--- config.mk ---
export PLATFORM = sky130hd
export DESIGN_NAME = pc_gen
export DESIGN_NICKNAME = d
export VERILOG_FILES = /design/src/rtl/pc_gen_pkg.sv /design/src/rtl/pc_gen_redirect_arb.sv /design/src/rtl/pc_gen.sv
export SDC_FILE = /design/constraint.sdc
export NUM_CORES = 1
export LEC_CHECK = 0
export CAP_MARGIN = 20
export CORE_ASPECT_RATIO = 0.5
export CORE_UTILIZATION = 47
export DETAILED_ROUTE_END_ITERATION = 10
export HOLD_SLACK_MARGIN = 0.1
export PLACE_DENSITY = 0.86
export SETUP_SLACK_MARGIN = 0.5
export SLEW_MARGIN = 20
export SYNTH_ARGS = -nofsm -noshare
export SYNTH_HDL_FRONTEND = slang
export SYNTH_SLANG_ARGS = --single-unit
--- constraint.sdc ---
create_clock -name clk -period 2.8 [get_ports clk]
set_clock_uncertainty 0.1 [all_clocks]
set_input_delay 0.84 -clock clk [delete_from_list [all_inputs] [get_ports clk]]
set_output_delay 0.84 -clock clk [all_outputs]
set_load 0.02 [all_outputs]
--- src/rtl/pc_gen_pkg.sv ---
// ============================================================================
// pc_gen_pkg : redirect priority codes and PC-generator FSM state encoding
// Rev 1.0
// ============================================================================
`default_nettype none

package pc_gen_pkg;

  localparam logic [1:0] PRIO_NONE = 2'd0;
  localparam logic [1:0] PRIO_JMP  = 2'd1;
  localparam logic [1:0] PRIO_BR   = 2'd2;
  localparam logic [1:0] PRIO_EXC  = 2'd3;

  typedef enum logic [0:0] {
    ST_RUN  = 1'b0,
    ST_PEND = 1'b1
  } pc_state_t;

endpackage

`default_nettype wire

--- src/rtl/pc_gen_redirect_arb.sv ---
// ============================================================================
// redirect_arb : combinational 3-slot priority select; on equal priority the
//                lower-numbered slot wins. Rev 1.0
// ============================================================================
`default_nettype none

module redirect_arb
  import pc_gen_pkg::*;
#(
  parameter int ADDR_W = 32
) (
  input  logic              a_valid,
  input  logic [1:0]        a_prio,
  input  logic [ADDR_W-1:0] a_target,
  input  logic              b_valid,
  input  logic [1:0]        b_prio,
  input  logic [ADDR_W-1:0] b_target,
  input  logic              c_valid,
  input  logic [1:0]        c_prio,
  input  logic [ADDR_W-1:0] c_target,
  output logic              sel_valid,
  output logic [1:0]        sel_prio,
  output logic [ADDR_W-1:0] sel_target
);

  always_comb begin
    sel_valid  = 1'b0;
    sel_prio   = PRIO_NONE;
    sel_target = '0;
    if (c_valid) begin
      sel_valid  = 1'b1;
      sel_prio   = c_prio;
      sel_target = c_target;
    end
    if (b_valid && (!sel_valid || (b_prio >= sel_prio))) begin
      sel_valid  = 1'b1;
      sel_prio   = b_prio;
      sel_target = b_target;
    end
    if (a_valid && (!sel_valid || (a_prio >= sel_prio))) begin
      sel_valid  = 1'b1;
      sel_prio   = a_prio;
      sel_target = a_target;
    end
  end

endmodule

`default_nettype wire

--- src/rtl/pc_gen.sv ---
// ============================================================================
// pc_gen : IF-stage program counter with prioritised redirects and a
//          single-entry pending slot that survives pipeline hold. Rev 1.0
// ============================================================================
`default_nettype none

module pc_gen
  import pc_gen_pkg::*;
#(
  parameter int                ADDR_W    = 32,
  parameter logic [ADDR_W-1:0] RESET_VEC = 32'h00400000,
  parameter logic [ADDR_W-1:0] EXC_VEC   = 32'h80000180,
  parameter int                STEP      = 4
) (
  input  logic              clk,
  input  logic              reset,
  input  logic              PC_Hold,
  input  logic              exc_valid,
  input  logic              br_valid,
  input  logic [ADDR_W-1:0] br_target,
  input  logic              jmp_valid,
  input  logic [ADDR_W-1:0] jmp_target,
  output logic [ADDR_W-1:0] PC_o,
  output logic [ADDR_W-1:0] PC_plus4_o,
  output logic              pend_o,
  output logic              misalign_o
);

  localparam logic [ADDR_W-1:0] c_step = ADDR_W'(STEP);

  pc_state_t         r_state, w_state_nxt;
  logic [ADDR_W-1:0] r_pc, w_pc_nxt;
  logic [1:0]        r_pend_prio, w_pend_prio_nxt;
  logic [ADDR_W-1:0] r_pend_tgt, w_pend_tgt_nxt;
  logic              r_mis, w_mis_nxt;

  logic              w_in_valid, w_sel_valid;
  logic [1:0]        w_in_prio, w_sel_prio;
  logic [ADDR_W-1:0] w_in_tgt, w_sel_tgt;

  redirect_arb #(.ADDR_W(ADDR_W)) u_arb_in (
    .a_valid   (exc_valid),
    .a_prio    (PRIO_EXC),
    .a_target  (EXC_VEC),
    .b_valid   (br_valid),
    .b_prio    (PRIO_BR),
    .b_target  (br_target),
    .c_valid   (jmp_valid),
    .c_prio    (PRIO_JMP),
    .c_target  (jmp_target),
    .sel_valid (w_in_valid),
    .sel_prio  (w_in_prio),
    .sel_target(w_in_tgt)
  );

  // New request sits in slot a so that an equal priority replaces the stored one.
  redirect_arb #(.ADDR_W(ADDR_W)) u_arb_pend (
    .a_valid   (w_in_valid),
    .a_prio    (w_in_prio),
    .a_target  (w_in_tgt),
    .b_valid   (r_state == ST_PEND),
    .b_prio    (r_pend_prio),
    .b_target  (r_pend_tgt),
    .c_valid   (1'b0),
    .c_prio    (PRIO_NONE),
    .c_target  ({ADDR_W{1'b0}}),
    .sel_valid (w_sel_valid),
    .sel_prio  (w_sel_prio),
    .sel_target(w_sel_tgt)
  );

  always_comb begin
    w_state_nxt     = r_state;
    w_pc_nxt        = r_pc;
    w_pend_prio_nxt = r_pend_prio;
    w_pend_tgt_nxt  = r_pend_tgt;
    w_mis_nxt       = 1'b0;
    if (PC_Hold) begin
      if (w_sel_valid) begin
        w_state_nxt     = ST_PEND;
        w_pend_prio_nxt = w_sel_prio;
        w_pend_tgt_nxt  = w_sel_tgt;
      end
    end else begin
      w_state_nxt = ST_RUN;
      if (w_sel_valid) begin
        w_pc_nxt  = {w_sel_tgt[ADDR_W-1:2], 2'b00};
        w_mis_nxt = (w_sel_prio != PRIO_EXC) && (w_sel_tgt[1:0] != 2'b00);
      end else begin
        w_pc_nxt = r_pc + c_step;
      end
    end
  end

  always_ff @(posedge clk or posedge reset) begin
    if (reset) begin
      r_state     <= ST_RUN;
      r_pc        <= RESET_VEC;
      r_pend_prio <= PRIO_NONE;
      r_pend_tgt  <= '0;
      r_mis       <= 1'b0;
    end else begin
      r_state     <= w_state_nxt;
      r_pc        <= w_pc_nxt;
      r_pend_prio <= w_pend_prio_nxt;
      r_pend_tgt  <= w_pend_tgt_nxt;
      r_mis       <= w_mis_nxt;
    end
  end

  assign PC_o       = r_pc;
  assign PC_plus4_o = r_pc + c_step;
  assign pend_o     = (r_state == ST_PEND);
  assign misalign_o = r_mis;

endmodule

`default_nettype wire
==> results.cfg, run 1 <==
[die]
die_x_um = 136
row_count = 23
dieHeight_um = 68.8
initial_utilization = 0.505
design.portCount = 136

[synthesis]
seq_area_frac_synth = 0.394
yosys.area.top_type = dfrtp_1
synth_cells = 499
yosysUniqueCellTypes = 61
synth.area.top_cells = dfrtp_1, nor2_1, a22oi_1
synth.top_cell.area_share = 0.387
synthFlopType = dfrtp_1
yosys_warnings = 0
syn_area_per_cell_sq_um = 8.41
synth_most_common_cell = dfrtp_1
ys_async_sr_fraction = 1.00
ys_ff_latch = 66
yosys-top-cells-count = dfrtp_1, nor2_1, nand2_1
synth_edf_count = 0
syn_area_sq_um = 4200

[place]
hpwl_mm = 12.2
gp_congestion = 0.944
port_buffers = 131
placed_cell_area_sq_um = 6850
dp_cells = 816

[clock_tree]
ctsHoldBuffers = 0
cts_max_path_buffers = 2
cts_resized = 479
postCtsSetupRepairBufs = 41
tritoncts.num_buffers = 9
cts_sinks = 66
htreeDepth = 3
clock-root-buffer = clkbuf_16

[status]
error_line = [ERROR DPL-0038] Utilization greater than 100%, impossible to legalize
haltStage = clock tree synthesis
status = stopped before the end
cells by family after synthesis:
group           count (synthesis)  synth area share
mux                             4            0.0107
compound gates                167             0.265
fa+ha+maj                       3           0.00894
flops                          66             0.394
other cells                     1          0.000893
simple gates                  175             0.207
xor+xnor                       28            0.0584
buf+inv                        55            0.0551
through the flow:
stage	setup WS, ps	util
after detailed placement	-718	0.823
after global placement	-687	0.823
after floorplan	-339	-
==> run 2: changes to the inputs <==
- CORE_ASPECT_RATIO: 0.5 -> not set
- CORE_UTILIZATION: 47 -> 36
- HOLD_SLACK_MARGIN: 0.1 -> not set
- PLACE_DENSITY: 0.86 -> not set
- PLACE_DENSITY_LB_ADDON: not set -> 0.15
- SETUP_SLACK_MARGIN: 0.5 -> not set
==> results.cfg, run 2 <==
[global_route]
grt-ovfl-total = 0
grt_max_degree = 67
use_met3 = 0.0464
antenna_found_initial = 0
top_usage_layer = met2
grt.met1_usage = 0.375
use_met2 = 0.402
grt_pass1_vias = 4416
grt_use_total = 0.262
grt_first_pass_wirelength_mm = 23.7

[place]
hpwl_mm = 11.2
gp_congestion = 0.891
port_buffers = 131
dp_cells = 845

[sta]
postLayoutSetupSlackWorst_ps = -226
max_freq_mhz = 331
slew_violations = 0
period_share = 1.08
period_needed_ps = 3030
rsz0062_at_grt = yes
hold_violations = 0
setup_viol = 16

[pwr]
vdd_drop_max_uv = 312
p_leak_nw = 3.18
p_total_mw = 3.51
p_per_area_nw_per_um2 = 490

[critical_path]
critPathRequiredTime_ps = 1860
r2r_slack_ps = 300
path_cells = nand4_4 > or4_4 > and4bb_2 > xor2_2 > buf_6
arrival_ps = 2090
worst_path_largest_cell_delay_ps = 580
path_class = reg -> out
cp-start-kind = register
crit_fanout = 5
crit_path_end_kind = primary output
critPathBufInv = 1
crit_family = simple AND/OR/NAND/NOR gates
slowest_stage = or4_4

[synthesis]
ys_ff_latch = 66
yosys_warnings = 0
synth.area.top_cells = dfrtp_1, nor2_1, a22oi_1
synthFlopType = dfrtp_1
yosys-top-cells-count = dfrtp_1, nor2_1, nand2_1
synth_cells = 499
synth_most_common_cell = dfrtp_1
syn_area_per_cell_sq_um = 8.41
syn_area_sq_um = 4200
synth_edf_count = 0
yosys.area.top_type = dfrtp_1
synth.top_cell.area_share = 0.387
yosysUniqueCellTypes = 61
ys_async_sr_fraction = 1.00
seq_area_frac_synth = 0.394

[die]
dieHeight_um = 110
dieArea_sq_um = 12100
row_count = 39
core-area_sq_um = 11400
design.portCount = 136
die_x_um = 110
initial_utilization = 0.369

[cells_and_area]
final_common_cell = buf_4
utilization = 0.629
fin_nets = 807
drive_above_1_share = 0.326
layout_common_cells = buf_4, clkdlybuf4s50_1, dfrtp_1, nor2_1, nand2_1
largest-register = r_pend_tgt
finalNonFillerCells = 882
largest_reg_flops = 32
diodes = 0
multi_input_area_sq_um = 2590
n_fill_cell = 974
area_growth_pct = 70.4
final-seq-area_sq_um = 1660

[flow_run]
maxCapViolations = 0

[status]
violations = negative setup slack
status = finished, violations left

[clock_tree]
htreeDepth = 3
tritoncts.num_buffers = 9
path_clk_slew_ps = 50
clock-root-buffer = clkbuf_16
cts_sinks = 66
clk_latency_ps = 330
ctsHoldBuffers = 0
cts_tree = built
cts_max_path_buffers = 2

[route]
drtIter0Drc = 404
routed_wl_mm = 15.1
routedWlPerCell_um = 17.1
ant_nets = 0
vias_per_cell = 5.46
drc = 0
num_vias = 4818
dr.pass1.iters = 5

[min_path]
hp-class = reg -> reg
run 2: timing repair:
item / in CTS / in global routing
cloned: 2 / 0
setup buffers: 10 / 9
setup endpoints to repair: 61 / 40
hold endpoints to repair: 0 / 0
gates resized for setup: 145 / 30
pin swaps: 17 / 13
run 2: cells by family after synthesis:
kind of cell | synth area share
AOI/OAI and AO/OA | 0.265
xor gates and xnor gates | 0.0584
adders and majority gates | 0.00894
buffers and inverters | 0.0551
DFF | 0.394
muxes | 0.0107
other | 0.000893
and+or+nand+nor | 0.207
run 2: tightest hold or removal path: cells and delay by family (launching register included):
| family | cells | cell delay (ps) |
|---|---|---|
| simple gates | 1 | 50 |
| flops | 1 | 340 |
| compound gates | 1 | 60 |
run 2: area by class of cell:
type	count	share of cell area
repair buffers	267	0.331
clock buffers	14	0.0369
multi-input cells	381	0.362
well taps	143	0.0250
inverters	9	0.00472
clock inverters	2	0.00839
flip-flops and latches	66	0.232
run 2: worst paths after layout:
path                                              end  cells after the start                  startpoint
setup / recovery                       PC_plus4_o[29]                      5         PC_o[4]$_DFFE_PP0N_
hold reg to reg            r_pend_tgt[13]$_DFFE_PP0P_                      2  r_pend_tgt[13]$_DFFE_PP0P_
max in group asynchronous        PC_o[15]$_DFFE_PP0N_                      3                       reset
setup reg to reg                  PC_o[9]$_DFFE_PP0N_                     10          pend_o$_DFFE_PP0P_
min in group asynchronous        PC_o[30]$_DFFE_PP0N_                      3                       reset
hold / removal             r_pend_tgt[13]$_DFFE_PP0P_                      2  r_pend_tgt[13]$_DFFE_PP0P_
run 2: per-layer routing:
metal / vias to the layer above / part of all wire
met1: 2318 / 0.46
met5: - / 0
met4: 0 / 0.020
li1: 2287 / -
met3: 25 / 0.061
met2: 188 / 0.46
run 2: where the power goes:
| part | internal (mW) | switching [mW] | total (mW) |
|---|---|---|---|
| clock network | 0.829 | 0.400 | 1.23 |
| logic | 0.564 | 0.578 | 1.14 |
| registers | 1.06 | 0.0765 | 1.14 |
| total | 2.45 | 1.05 | 3.51 |
run 2: stage by stage:
| stage | setup TNS (ps) | area, sq um | setup slack [ps] | hold WS (ps) |
|---|---|---|---|---|
| after floorplan | -14280 | 4420 | -339 | 350 |
| after global placement | -29950 | 6550 | -547 | 364 |
| after detailed placement | -31680 | 6550 | -616 | 371 |
| after CTS | -2340 | 7050 | -299 | 382 |
| after global routing | -3600 | 7150 | -289 | 408 |
| final | -2130 | 7150 | -226 | 382 |
(Power assumes the default switching activity.)
